`src/rtl/mem_req_arbiter.sv`:
```
// Arbitrates NUM_RD_PORTS cache-line read clients and one word-write client onto a
// single main-memory read/write channel pair, one transaction outstanding at a time.
module mem_req_arbiter #(
    parameter int NUM_RD_PORTS = 2,
    parameter int ADDR_WIDTH   = 64,
    parameter int DATA_WIDTH   = 64,
    parameter int LINE_WIDTH   = 256,
    parameter bit WR_FIRST     = 1'b1
) (
    input  logic                               i_clk,
    input  logic                               i_rst,
    input  logic [NUM_RD_PORTS-1:0]            i_rd_req,
    input  logic [NUM_RD_PORTS*ADDR_WIDTH-1:0] i_rd_addr,
    output logic [NUM_RD_PORTS-1:0]            o_rd_done,
    output logic [LINE_WIDTH-1:0]              o_rd_line,
    input  logic                               i_wr_valid,
    input  logic [ADDR_WIDTH-1:0]              i_wr_addr,
    input  logic [DATA_WIDTH-1:0]              i_wr_data,
    input  logic [DATA_WIDTH/8-1:0]            i_wr_strb,
    output logic                               o_wr_done,
    output logic                               o_mem_read_req,
    output logic [ADDR_WIDTH-1:0]              o_mem_read_address,
    input  logic                               i_mem_read_done,
    input  logic [LINE_WIDTH-1:0]              i_cache_line,
    output logic                               o_mem_write_valid,
    output logic [ADDR_WIDTH-1:0]              o_mem_write_address,
    output logic [DATA_WIDTH-1:0]              o_mem_write_data,
    output logic [DATA_WIDTH/8-1:0]            o_write_strobe,
    input  logic                               i_mem_write_done,
    output logic                               o_busy
);
    localparam int IDX_W  = (NUM_RD_PORTS > 1) ? $clog2(NUM_RD_PORTS) : 1;
    localparam int STRB_W = DATA_WIDTH / 8;

    typedef enum logic [1:0] {ST_IDLE, ST_RD, ST_WR, ST_RESP} state_t;

    state_t                    r_state;
    logic [IDX_W-1:0]          r_last_rd;
    logic [IDX_W-1:0]          r_rd_sel;
    logic                      r_wr_turn;
    logic [NUM_RD_PORTS-1:0]   r_rd_done;
    logic [LINE_WIDTH-1:0]     r_rd_line;
    logic                      r_wr_done;
    logic                      r_mem_read_req;
    logic [ADDR_WIDTH-1:0]     r_mem_read_address;
    logic                      r_mem_write_valid;
    logic [ADDR_WIDTH-1:0]     r_mem_write_address;
    logic [DATA_WIDTH-1:0]     r_mem_write_data;
    logic [STRB_W-1:0]         r_write_strobe;

    logic                      w_rd_any;
    logic                      w_hi_found;
    logic [IDX_W-1:0]          w_hi_idx;
    logic [IDX_W-1:0]          w_lo_idx;
    logic [IDX_W-1:0]          w_rd_idx;
    logic [ADDR_WIDTH-1:0]     w_rd_addr;
    logic                      w_wr_win;

    // Round-robin: lowest requester above last_rd, otherwise wrap to the lowest requester.
    // NOTE: every always_comb output gets a default first so no path leaves it unassigned (no latch).
    always_comb begin
        w_rd_any   = |i_rd_req;
        w_hi_found = 1'b0;
        w_hi_idx   = '0;
        w_lo_idx   = '0;
        w_rd_addr  = '0;
        for (int i = NUM_RD_PORTS - 1; i >= 0; i--) begin
            if (i_rd_req[i]) begin
                w_lo_idx = IDX_W'(i);
                if (i > int'(r_last_rd)) begin
                    w_hi_idx   = IDX_W'(i);
                    w_hi_found = 1'b1;
                end
            end
        end
        w_rd_idx = w_hi_found ? w_hi_idx : w_lo_idx;
        for (int i = 0; i < NUM_RD_PORTS; i++) begin
            if (w_rd_idx == IDX_W'(i)) begin
                w_rd_addr = i_rd_addr[i*ADDR_WIDTH +: ADDR_WIDTH];
            end
        end
        w_wr_win = i_wr_valid && (WR_FIRST || !w_rd_any || r_wr_turn);
    end

    // NOTE: all state here is updated with non-blocking assignments so every register
    // samples the pre-edge values of the others.
    always_ff @(posedge i_clk) begin
        if (i_rst) begin
            r_state             <= ST_IDLE;
            r_last_rd           <= IDX_W'(NUM_RD_PORTS - 1);
            r_rd_sel            <= '0;
            r_wr_turn           <= 1'b1;
            r_rd_done           <= '0;
            r_rd_line           <= '0;
            r_wr_done           <= 1'b0;
            r_mem_read_req      <= 1'b0;
            r_mem_read_address  <= '0;
            r_mem_write_valid   <= 1'b0;
            r_mem_write_address <= '0;
            r_mem_write_data    <= '0;
            r_write_strobe      <= '0;
        end else begin
            case (r_state)
                ST_IDLE: begin
                    // Fairness toggle only moves when read and write actually contended.
                    if (i_wr_valid && w_rd_any) begin
                        r_wr_turn <= ~r_wr_turn;
                    end
                    if (w_wr_win) begin
                        r_mem_write_address <= i_wr_addr;
                        r_mem_write_data    <= i_wr_data;
                        r_write_strobe      <= i_wr_strb;
                        r_mem_write_valid   <= 1'b1;
                        r_state             <= ST_WR;
                    end else if (w_rd_any) begin
                        r_mem_read_address <= w_rd_addr;
                        r_rd_sel           <= w_rd_idx;
                        r_last_rd          <= w_rd_idx;
                        r_mem_read_req     <= 1'b1;
                        r_state            <= ST_RD;
                    end
                end
                ST_RD: begin
                    if (i_mem_read_done) begin
                        r_mem_read_req <= 1'b0;
                        r_rd_line      <= i_cache_line;
                        r_rd_done      <= NUM_RD_PORTS'(1) << r_rd_sel;
                        r_state        <= ST_RESP;
                    end
                end
                ST_WR: begin
                    if (i_mem_write_done) begin
                        r_mem_write_valid <= 1'b0;
                        r_wr_done         <= 1'b1;
                        r_state           <= ST_RESP;
                    end
                end
                ST_RESP: begin
                    r_rd_done <= '0;
                    r_wr_done <= 1'b0;
                    r_state   <= ST_IDLE;
                end
                default: r_state <= ST_IDLE;
            endcase
        end
    end

    assign o_rd_done           = r_rd_done;
    assign o_rd_line           = r_rd_line;
    assign o_wr_done           = r_wr_done;
    assign o_mem_read_req      = r_mem_read_req;
    assign o_mem_read_address  = r_mem_read_address;
    assign o_mem_write_valid   = r_mem_write_valid;
    assign o_mem_write_address = r_mem_write_address;
    assign o_mem_write_data    = r_mem_write_data;
    assign o_write_strobe      = r_write_strobe;
    assign o_busy              = (r_state != ST_IDLE);

endmodule

```
`config.mk`:
```
export PLATFORM = sky130hd
export DESIGN_NAME = mem_req_arbiter
export DESIGN_NICKNAME = d
export VERILOG_FILES = /design/src/rtl/mem_req_arbiter.sv
export SDC_FILE = /design/constraint.sdc
export NUM_CORES = 1
export LEC_CHECK = 0
export BUFFER_PORTS_ARGS = -buffer_cell sky130_fd_sc_hd__buf_2
export CORE_AREA = 3 3 383 385
export DETAILED_ROUTE_END_ITERATION = 10
export DIE_AREA = 0 0 386 388
export PLACE_DENSITY = 0.3
export SLEW_MARGIN = 10
export SYNTH_ARGS = -nofsm -noshare
export SYNTH_HDL_FRONTEND = slang
export SYNTH_SLANG_ARGS = --single-unit
```
`constraint.sdc`:
```
create_clock -name i_clk -period 2.4 [get_ports i_clk]
set_clock_uncertainty 0.2 [all_clocks]
set_input_delay 0.24 -clock i_clk [delete_from_list [all_inputs] [get_ports i_clk]]
set_output_delay 0.24 -clock i_clk [all_outputs]
set_load 0.01 [all_outputs]
```
## Yosys cells after proc, flatten, opt, wreduce, memory -nomap -nowiden

Index checks and enable logic that the tools add are counted.
Widths: inputs -> output; s select.

- Register bits after elaboration: 465
- Input port bits: 527
- Output and inout port bits: 462
- Logic and storage cells: 61

- Magnitude comparators: 1
- Eq/ne operators: 9
- Shifts and indexed selects: 1
- Multiplexer cells: 22
- Bitwise logic cells: 1
- Reductions and logical operators: 15

Operators with widths:

| operator | number |
|---|---|
| $mux 64 | 1 |
| $mux 1 | 11 |
| $mux 2 | 5 |
| $ne 2x2->1 const B | 5 |
| $reduce_bool 2->1 | 5 |
| $reduce_and 3->1 | 3 |
| $pmux 2 s4 | 1 |
| $reduce_and 2->1 | 4 |
| $pmux 1 s2 | 3 |
| $eq 2x2->1 const B | 2 |
| $pmux 2 s2 | 1 |
| $reduce_and 4->1 | 1 |
| $ne 3x3->1 const B | 1 |
| $eq 2x1->1 const B | 1 |
| $logic_not 2->1 | 1 |
| $reduce_or 2->1 | 1 |
| $shl 1x1->2 const A | 1 |
| $gt 1x1->1 const A | 1 |
| $not 1->1 | 1 |

## Depth between registers and ports, before layout

Gate-level depths: netlist of run 1.

- Word-level depth: 5
- Mapped depth: 8
- Gate-level depth less buffers: 5

## Least setup slack after synthesis of run 1

Ideal clock, no wire load.

- Path type: register to register
- Start: reg r_state[0]
- End: reg r_state[1]
- Setup time: 0.121 ns
- Arrival: 1.582 ns
- Required time: 2.079 ns
- Slack: 0.496 ns
- Stages on the path, launching flop included: 7
- Path through: dfxtp_1 > inv_1 > ha_1 > nor2b_2 > buf_6 > a221o_1 > mux2_4

- Longest elaborated chain between the ends: 3
- Elaborated cells between the ends (all ways): 9
- Those cells by class: eq/ne: 6; mux: 1; reduce/logical: 2

Ends and longest elaborated chain:

| element | line | source |
|---|---|---|
| start: declaration | 37 | `state_t r_state;` |
| start signal: assignment | 89 | `r_state <= ST_IDLE;` |
| start signal: assignment | 114 | `r_state <= ST_WR;` |
| start signal: assignment | 120 | `r_state <= ST_RD;` |
| $eq 2x2->1 (tied with other cells) | 103 | `case (r_state)` |
| $ne 2x2->1 (no source line) / $ne 3x3->1 (equally long branches) | n/a |  |
| $reduce_and 3->1 (no source line) | n/a |  |

Several ways; a longest one is shown, not always the timed one.
A chain may end at the register's enable or synchronous reset.

## Worst setup path after layout of run 1

- Start: reg r_state[1]
- End: reg r_rd_line[78] (netlist: o_rd_line[78])

- Longest elaborated chain between the ends: 2

Ends and longest elaborated chain:

| element | line | source |
|---|---|---|
| $eq 2x1->1 | 103 |  |
| $reduce_and 2->1 (no source line) | n/a |  |
| end signal: assignment | 126 | `r_rd_line <= i_cache_line;` |
| end: declaration | 42 | `logic [LINE_WIDTH-1:0] r_rd_line;` |

Every way passes these cells.

==> summary by stage, run 1 <==
Outcome
The flow ran to the end, and the final reports show no timing, DRC or antenna violations.

Global routing
The largest net degree at the start of global routing is 85. The total routing resource utilization after global routing is 0.1327. The initial antenna violation count is 42.

The global-route congestion overflow total is 0. The via count of the first global-routing pass is 21269. The first-pass GRT wire length is 146800 um.

Cells and area
Of the cells placed in the final design, the portion with a size suffix greater than 1 is 0.3339. From synthesis to final layout, the design area changed by 90.28%. The count of placed standard cells in the final layout, fillers left out is 5626. The library cell used most frequently in the layout, excluding fill and tap cells, is buf_2. The final core utilization is 0.2272.

The final layout net count is 4175. The library cells used most frequently in the layout, excluding fill and tap cells, are 986 x buf_2, 917 x nand2_1, 556 x dlygate4sd3_1.

Yosys
The synthesized netlist net count is 2662. Synthesis produced 2129 cells. The proportion of netlist area held by the largest area contributor is 0.5434.

The synthesized netlist contains 33 unique library cells. The total of warnings raised by yosys is 0. Yosys attributes the largest share of cell area to dfxtp_1 54%, nand2_1 20%, a21oi_1 13%. Of all cell types, the one taking the most synthesized area is dfxtp_1. For this run, the register share of the synthesized area comes to 0.5434. In this run the mean area of a mapped cell was 8.047 um^2. The number of storage elements in the synthesis netlist is 465. The mapped netlist covers 17130 um^2.

Route
In the routed design, unresolved DRC markers number 0. The number of antenna-violating nets in the routed design is 0. After detailed routing, the average wire length per cell comes to 18.49 um. The number of violations reported at the end of detailed-routing iteration 0 is 692.

The total wirelength of the detailed-routed design is 104000 um. The overall via count from detail_route is 20283. The via density per instance is 3.605.

The count of TritonRoute iterations in the first routing pass is 5.

Clocking
The cell sitting at the root of the clock tree is a clkbuf_16. The H-tree depth is 3. TritonCTS built the clock tree. The number of buffers on the longest clock path is 3. The count of clock tree sinks is 465. Clock-pin slew was measured on the worst setup and hold paths at 60 ps. The number of buffers inserted during clock tree synthesis is 69. The clock reaches the later pin of the worst-skew pair after 630 ps.

Worst setup path
By startpoint and endpoint, the worst setup path is classified as register to register. The worst register-to-register path has a depth of 7. The required time at the worst-slack endpoint is 2780 ps. The signal arrival time at the worst endpoint is 2660 ps.

Along the worst path, the maximum fanout reaches 20. The critical path endpoint category is a register. The launching element type of the critical path is a register.

Power
Internal power comes to 0.01906 W. The share of total power dissipated in the clock network is 0.365. The combinational share of power is 0.308. The switching power of the nets is 0.01008 W. Of the total power, registers draw 0.327. The leakage power figure is 14.18 nW. VDD sags by at most 0.0004834 V. The fraction of power spent switching nets is 0.3459. In this run the power density over the cells is 893.9 nW/um^2.

Run
The tool flagged a number of max-cap violations equal to 0.

STA
The sum of negative setup slack is 0 ps. Setup violations remaining at the end of the flow were counted as 0. Final hold analysis gives a worst-case slack of 185.4 ps. Derived from the worst setup path, the maximum achievable clock frequency is 0.4385 GHz. The final critical path time including I/O delays and setup is 2280 ps. The final number of max-transition violations came to 0. In the finished design, the share of the clock period the worst path needs comes to 0.9501.

The tightest slew margin relative to the limit is 0.6070. The count of final hold-check violations is 0. At the pin with the least slew margin, the transition time is 589.4 ps. Setup repair after global routing could not meet its margin everywhere.

Placed design
The HPWL reported at the end of detailed placement is 78260 um. The weighted congestion at the end of routability-driven global placement is 0.7911. The count of buffers added on input and output ports is 988. After detailed placement, the design holds a cell count of 4912.

Min path
The worst hold path passes through 4 cells. The min-delay analysis places its worst path in the category input pin to register.

Die
The total area inside the core boundary comes to 143500 um^2. The area enclosed by the die boundary is 149800 um^2. Measured along the x axis, the die boundary spans 386 um. The number of placed I/O pins is 989. The die is 388 um tall. The initial utilization of the core area, before any placement, comes to 0.1194.

The standard-cell row count is 139.
==> critical path: stages (launching register included) <==
cell,delay (ps)
dfxtp_2,340
inv_1,120
ha_2,280
and2_4,220
buf_12,180
nand2_1,170
a21oi_1,150
dlygate4sd3_1,550
==> final timing paths <==
path | from | endpoint | slack [ps]
setup / recovery | r_state[1]$_SDFFE_PP0P_ | o_rd_line[78]$_SDFFE_PP0P_ | 120
hold / removal | i_cache_line[163] | o_rd_line[163]$_SDFFE_PP0P_ | 190
setup reg to reg | r_state[1]$_SDFFE_PP0P_ | o_rd_line[78]$_SDFFE_PP0P_ | 120
hold reg to reg | o_mem_write_data[31]$_SDFFE_PP0P_ | o_mem_write_data[31]$_SDFFE_PP0P_ | 250
==> power groups by stage <==
stage                     Clock, W  Combinational [W]  Sequential [W]
final                       0.0106            0.00897         0.00954
after global routing        0.0114            0.00992         0.00970
after CTS                   0.0112            0.00918         0.00955
after detailed placement         0            0.00831         0.00970
after global placement           0            0.00832         0.00969
after floorplan                  0            0.00374          0.0102
==> per-stage QoR <==
stage	power (W)	setup slack [ps]	instance area, um^2
floorplan	0.01396	496.4	17130
global placement	0.01801	318.1	24550
detailed placement	0.01801	313.6	24550
CTS	0.02990	16.69	32450
global route	0.03103	-34.49	32580
finish	0.02914	119.7	32600
==> final cells by class <==
| type | instances | area [um^2] |
|---|---|---|
| Antenna cell | 27 | 67.56 |
| Clock inverter | 24 | 286.5 |
| Fill cell | 16239 | 110900 |
| Multi-Input combinational cell | 1483 | 6980 |
| Timing Repair Buffer | 1617 | 11500 |
| Tap cell | 1903 | 2381 |
| Sequential cell | 465 | 9311 |
| Clock buffer | 101 | 2052 |
| Inverter | 6 | 22.52 |
==> state kept, by name (all words and copies together) (netlist names) <==
register             flops
o_rd_line              256
r_rd_sel                 1
r_last_rd                1
o_wr_done                1
o_mem_write_data        64
o_write_strobe           8
o_mem_read_req           1
o_rd_done                2
o_mem_write_valid        1
o_mem_write_address     64
o_mem_read_address      64
r_state                  2
==> cells in the mapped netlist (all sizes together) <==
cell,number
a31oi,2
o211ai,1
mux2,1
a32oi,2
nand3,2
clkbuf,73
inv,6
a21oi,460
nand2,919
nor2,5
dfxtp,465
ha,6
or4,1
a311oi,64
a221o,1
buf,102
nand2b,1
a21bo,2
nor2b,3
and2,3
a21boi,1
mux2i,3
or3,1
or2,2
o21ai,3
==> per-layer routing <==
metal	share of wire	up-vias	wire length, um	global-route usage
met5	0.0015	-	157	0.0003249
met3	0.078	156	8153	0.04594
met1	0.42	9338	43960	0.1589
li1	-	10079	-	-
met2	0.46	686	47890	0.2170
met4	0.037	24	3888	0.05078
==> kinds of logic after synthesis <==
| family | after synthesis | synth area share |
|---|---|---|
| muxes | 4 | 0.002629 |
| and+or+nand+nor | 937 | 0.2076 |
| adders and majority gates | 6 | 0.004382 |
| DFF | 465 | 0.5434 |
| buffers and inverters | 181 | 0.05178 |
| AOI/OAI and AO/OA | 536 | 0.1903 |
==> repair_timing <==
item	CTS	global route
endpoints found under the setup margin	0	26
gates resized for setup	0	6
hold buffers	556	0
hold endpoints to repair	465	0
buffers inserted	0	5
(Power assumes the default switching activity.)
==> inputs of run 2 (changes only) <==
ABC_CLOCK_PERIOD_IN_PS = 2400   (was unset)
CORE_AREA = 3 3 389 391   (was 3 3 383 385)
DIE_AREA = 0 0 392 394   (was 0 0 386 388)
==> summary by stage, run 2 (same netlist as run 1, synthesis figures left out) <==
Die
The chip height is 394 um (+1.5%). The area enclosed by the die boundary came to 154400 um^2 (+3.1%). The width of the die was 392 um (+1.6%). The area of the core is 147800 um^2 (+3.0%). The number of placed I/O pins is 989 (unchanged). The standard-cell row count is 141 (+1.4%). The effective utilization at floorplan is 0.1159 (-0.003520).

Power
The sum of internal, switching and leakage power is 0.02858 W (-1.9%). The peak supply drop is 0.0004176 V (-14%). The areal power density over the cells is 881.6 nW/um^2 (-1.4%). The leakage power figure was 14.07 nW (-0.75%).

STA
The tightest slew margin relative to the limit is 0.6158 (+0.008722). The number of failing setup endpoints in the final timing report came to 0 (unchanged). The sum of negative setup slack is 0 ps (unchanged). The final number of max-transition violations is 0 (unchanged).

The final critical path time including I/O delays and setup is 2262 ps (-18.52 ps). The portion of the clock cycle consumed by the worst path in the final layout is 0.9424 (-0.007717). The count of final hold-check violations was 0 (unchanged).

The achievable clock frequency is 0.4421 GHz (+0.82%). Setup repair after global routing left no endpoint under its margin. The slew at the pin with the worst max-slew slack is 576.3 ps (-13.08 ps).

Min path
In this run the worst hold path is classified as input pin to register.

Placed design
The HPWL reported at the end of detailed placement was 77960 um (-0.39%). The weighted congestion at the end of routability-driven global placement came to 0.7593 (-4.0%). The cell area after placement came to 24610 um^2 (+0.24%).

The number of port buffers is 988 (unchanged). The placed instance count was 4947 (+0.71%).

Route
The overall via count from detail_route came to 20237 (-0.23%). The count of TritonRoute iterations in the first routing pass is 5 (unchanged). The remaining design rule violation count was 0 (unchanged). The total wirelength of the detailed-routed design is 103400 um (-0.64%).

The number of antenna-violating nets in the routed design is 0 (unchanged). The via density per instance is 3.589 (-0.46%). The number of violations reported at the end of detailed-routing iteration 0 came to 647 (-6.5%). The per-cell routed wire length is 18.33 um (-0.87%).

Cells and area
The fraction of final layout cells sized beyond drive strength 1 came to 0.3345 (+0.0006345). The count of placed standard cells in the final layout, fillers left out was 5639 (+0.23%). The final layout net count is 4170 (-0.12%). The final core utilization is 0.2193 (-0.007890).

The library cell used most frequently in the layout, excluding fill and tap cells, is buf_2. The cell area after layout was 32420 um^2 (-0.54%). The signed area change from the synthesized netlist to the final layout is 89.25%. In the layout the commonest cells are 987 x buf_2, 917 x nand2_1, 544 x dlygate4sd3_1. The number of flip-flops under the largest register name came to 256 (unchanged).

Clocking
The number of buffers on the longest clock path is 3 (unchanged). The number of buffers inserted during clock tree synthesis is 68 (-1.4%). The H-tree depth is 3 (unchanged). The root buffer cell chosen for the clock tree is clkbuf_16.

The TritonCTS clock tree is yes. The clock input transition at the sequential cells of the worst setup and hold paths is 70 ps (about the same). The count of clock tree sinks is 465 (unchanged).

The clock insertion delay at the later pin of the skew report was 630 ps (about the same).

Global routing
The via count of the first global-routing pass is 20927 (-1.6%). The global-route congestion overflow total is 0 (unchanged). The first-pass GRT wire length came to 146400 um (-0.30%).

The total routing resource utilization after global routing is 0.1280 (-0.004676). The initial antenna violation count is 36 (-14%). The largest net degree at the start of global routing is 58 (-32%).

Worst setup path
The signal arrival time at the worst endpoint is 2570 ps (-90 ps). The delay of the slowest critical-path stage is 580 ps (+30 ps). The critical path start-end classification is register to register. The highest fanout seen on the critical path is 27 (+35%).

For this design, the slowest cell found on the critical path is dlygate4sd3_1. The number of buffers and inverters on the critical path is 4 (+1). Walking the worst path, the cells encountered are inv_1 > ha_4 > and2_4 > buf_4 > buf_12 > nand2_1 > a21oi_1 > dlygate4sd3_1. The launching element type of the critical path is a register. The required time at the worst-slack endpoint was 2710 ps (-70 ps). The cell type group with the largest total delay on the critical path is buffers and inverters. The critical path endpoint category is a register.

Run
The count of maximum capacitance violations is 0 (unchanged).

Outcome
The flow ran to the end, and the final reports show no timing, DRC or antenna violations.
[run 2: cell count changes in the layout (fill, tap and decap cells not counted), sizes merged]
cell,before,now
buf,1060,1068
bufinv,5,2
clkbuf,102,103
clkinv,14,11
clkinvlp,3,2
diode,27,23
dlygate4sd3,556,544
[run 2: layout make-up]
type                            count  area [um^2]
Antenna cell                       23        57.56
Timing Repair Buffer             1613        11430
Fill cell                       16665       115400
Tap cell                         1930         2415
Sequential cell                   465         9309
Multi-Input combinational cell   1483         6982
Clock inverter                     17        170.2
Inverter                            6        22.52
Clock buffer                      102         2033
[run 2: tightest hold or removal path, cell delays in order]
cell           delay, ps
dlygate4sd3_1        520
buf_2                110
nand2_1               40
a21oi_1               50
[run 2: final timing paths]
check | start | to | slack [ps] | cells after the start
hold / removal | i_cache_line[105] | o_rd_line[105]$_SDFFE_PP0P_ | 190 | 4
hold reg to reg | o_rd_line[124]$_SDFFE_PP0P_ | o_rd_line[124]$_SDFFE_PP0P_ | 250 | 2
setup reg to reg | r_state[1]$_SDFFE_PP0P_ | o_rd_line[255]$_SDFFE_PP0P_ | 140 | 8
setup / recovery | r_state[1]$_SDFFE_PP0P_ | o_rd_line[255]$_SDFFE_PP0P_ | 140 | 8
[run 2: layer usage]
layer	part of all wire	track usage	routed length, um	up-vias
li1	-	-	-	10063
met2	0.47	0.2171	48800	666
met4	0.024	0.03451	2442	16
met5	0.00094	0	97	-
met1	0.43	0.1541	44530	9378
met3	0.073	0.04206	7512	114
[run 2: power by group]
group | internal (W) | switching, W | total (W)
registers | 0.00894 | 0.000610 | 0.00955
clock network | 0.00606 | 0.00400 | 0.0101
logic | 0.00367 | 0.00531 | 0.00898
[run 2: per-stage QoR]
step,hold WS (ps),setup WS [ps]
after floorplan,176.0,496.4
after detailed placement,243.5,243.8
after CTS,92.51,24.76
final,188.9,138.2
after global routing,128.8,39.11
after global placement,239.6,283.6
[run 2: repair_timing]
item / CTS / global route
endpoints found under the setup margin: 0 / 13
buffers inserted: 0 / 5
gates resized for setup: 0 / 5
hold buffers: 544 / 0
endpoints found under the hold margin: 465 / 0
==> inputs of run 3 (changes only) <==
--- a/config.mk
+++ b/config.mk
@@ -8,7 +8,7 @@
 export ABC_CLOCK_PERIOD_IN_PS = 2400
 export BUFFER_PORTS_ARGS = -buffer_cell sky130_fd_sc_hd__buf_2
-export CORE_AREA = 3 3 389 391
+export CORE_AREA = 3 3 383 385
 export DETAILED_ROUTE_END_ITERATION = 10
-export DIE_AREA = 0 0 392 394
+export DIE_AREA = 0 0 386 388
 export PLACE_DENSITY = 0.3
 export SLEW_MARGIN = 10
==> constraint.sdc (replaced) <==
create_clock -name i_clk -period 2.4 [get_ports i_clk]
set_clock_uncertainty 0.2 [all_clocks]
set_input_delay 0.36 -clock i_clk [delete_from_list [all_inputs] [get_ports i_clk]]
set_output_delay 0.36 -clock i_clk [all_outputs]
set_load 0.01 [all_outputs]
==> summary by stage, run 3 (same netlist as run 1, synthesis figures left out) <==
Worst setup path
The critical path endpoint category is an output pin. The launching element type of the critical path is a register. The highest fanout seen on the critical path is 4 (-85%). The required time at the worst-slack endpoint is 1840 ps (-870 ps). The critical path start-end classification is register to output pin. The signal arrival time at the worst endpoint was 1710 ps (-860 ps).

Cells and area
In the layout the commonest cells are 986 x buf_2, 917 x nand2_1, 528 x dlygate4sd3_1. The most frequent standard cell in the layout excluding fill and tap cells is buf_2. The count of placed standard cells in the final layout, fillers left out is 5573 (-1.2%). The fraction of final layout cells sized beyond drive strength 1 came to 0.3335 (-0.0009928). The final layout net count is 4136 (-0.82%).

From synthesis to final layout, the design area changed by 87.39%. The layout filler cell count is 16171 (-3.0%). The number of flip-flops under the largest register name is 256 (unchanged).

Clocking
The count of clock tree sinks came to 465 (unchanged). The number of buffers on the longest clock path was 3 (unchanged). The TritonCTS clock tree is yes. The clock insertion delay at the later pin of the skew report is 630 ps (about the same).

The H-tree depth came to 3 (unchanged). The tree is rooted in a clkbuf_16. The clock input transition at the sequential cells of the worst setup and hold paths came to 50 ps (-20 ps). The number of buffers inserted during clock tree synthesis is 67 (-1.5%).

Placed design
The placed instance count came to 4907 (-0.81%). The number of port buffers is 988 (unchanged). The weighted congestion at the end of routability-driven global placement is 0.8056 (+6.1%). The HPWL reported at the end of detailed placement is 77760 um (-0.26%). The worst setup timing slack at the placement stage was 306.4 ps (+62.64 ps).

Route
The count of TritonRoute iterations in the first routing pass was 5 (unchanged). The number of violations reported at the end of detailed-routing iteration 0 was 755 (+17%). The number of antenna-violating nets in the routed design is 0 (unchanged). The per-cell routed wire length is 18.49 um (+0.85%). The total wirelength of the detailed-routed design is 103000 um (-0.33%). The via density per instance is 3.617 (+0.77%). The overall via count from detail_route was 20155 (-0.41%).

The remaining design rule violation count came to 0 (unchanged).

STA
The final number of max-transition violations came to 0 (unchanged). The tightest slew margin relative to the limit came to 0.6217 (+0.005973). The portion of the clock cycle consumed by the worst path in the final layout is 0.9476 (+0.005163). The slew at the pin with the worst max-slew slack is 567.4 ps (-8.960 ps). The number of failing setup endpoints in the final timing report came to 0 (unchanged). The final critical path time including I/O delays and setup is 2274 ps (+12.39 ps). The worst-case setup margin in the final layout is 125.8 ps (-12.39 ps). The count of final hold-check violations came to 0 (unchanged). The achievable clock frequency came to 0.4397 GHz (-0.54%).

Global routing
The via count of the first global-routing pass is 20921 (-0.029%). The largest net degree at the start of global routing is 84 (+45%). The global-route congestion overflow total is 0 (unchanged). The first-pass GRT wire length is 144500 um (-1.3%). The initial antenna violation count is 37 (+2.8%). The total routing resource utilization after global routing was 0.1308 (+0.002748).

Die
The standard-cell row count is 139 (-1.4%). The chip height is 388 um (-1.5%). The width of the die is 386 um (-1.5%). The number of placed I/O pins was 989 (unchanged). The effective utilization at floorplan came to 0.1194 (+0.003520). The area enclosed by the die boundary is 149800 um^2 (-3.0%).

The area of the core came to 143500 um^2 (-2.9%).

Power
The leakage power figure is 13.88 nW (-1.4%). The peak supply drop is 0.0004401 V (+5.4%). The sum of internal, switching and leakage power is 0.02839 W (-0.67%). The areal power density over the cells is 884.4 nW/um^2 (+0.32%).

Min path
The path type of the worst min-delay path is register to register.

Outcome
The run finished with clean final reports.

Run
The count of maximum capacitance violations is 0 (unchanged).
-- run 3: cell types whose count changed in the layout (fill, tap and decap cells not counted), sizes merged --
cell         previous run  this run
buf                  1068      1051
clkinv                 11        15
diode                  23        24
dlygate4sd3           544       528
bufinv                  2         3
clkbuf                103        92
clkinvlp                2         1
-- run 3: worst max-delay path: stages, from the launching register on --
cell and delay, ps:
dfxtp_2 350, inv_1 90, ha_2 220, buf_4 160, inv_1 110, buf_6 150
-- run 3: what timing repair did --
item,CTS,global route
setup endpoints to repair,1,2
pin swaps,0,0
gates cloned,0,1
resized for setup,4,1
hold buffers,528,0
setup buffers,0,1
hold endpoints to repair,464,0
-- run 3: power breakdown --
group / total [W] / switching (W) / internal [W]
Sequential: 0.00954 / 0.000603 / 0.00894
Clock: 0.00995 / 0.00403 / 0.00593
Combinational: 0.00890 / 0.00533 / 0.00357
-- run 3: worst paths after layout --
check | from | endpoint | slack (ps) | cells past startpoint
worst max-delay path | r_state[0]$_SDFFE_PP0P_ | o_busy | 130 | 5
worst min-delay path | o_mem_write_address[58]$_SDFFE_PP0P_ | o_mem_write_address[58]$_SDFFE_PP0P_ | 250 | 2
worst max register to register | r_state[0]$_SDFFE_PP0P_ | r_last_rd$_SDFFE_PP1P_ | 160 | 7
worst min register to register | o_mem_write_address[58]$_SDFFE_PP0P_ | o_mem_write_address[58]$_SDFFE_PP0P_ | 250 | 2
-- run 3: layout make-up --
class                   count  area, um^2  area share
repair buffers           1580       11190      0.3487
flip-flops and latches    465        9311      0.2901
multi-input cells        1483        6980      0.2174
well taps                1903        2381     0.07417
clock buffers              91        1921     0.05983
clock inverters            21       231.5    0.007211
diodes                     24       60.06    0.001871
inverters                   6       22.52   0.0007016
-- run 3: stage by stage --
stage / util / setup TNS, ps / hold WS (ps) / cell area (um^2)
CTS: 0.2231 / 0 / 219.7 / 32010
detailed placement: 0.1712 / 0 / 243.0 / 24560
finish: 0.2237 / 0 / 248.2 / 32100
global placement: 0.1712 / 0 / 239.3 / 24560
global route: 0.2236 / -4.637 / 254.6 / 32080
floorplan: - / 0 / 270.0 / 17130
-- run 3: routing by layer --
metal	GRT usage	wire [um]	vias up
met2	0.2127	47190	690
met1	0.1584	43800	9295
met5	0.001624	179	-
met4	0.04869	3854	24
met3	0.04451	8020	161
li1	-	-	9985
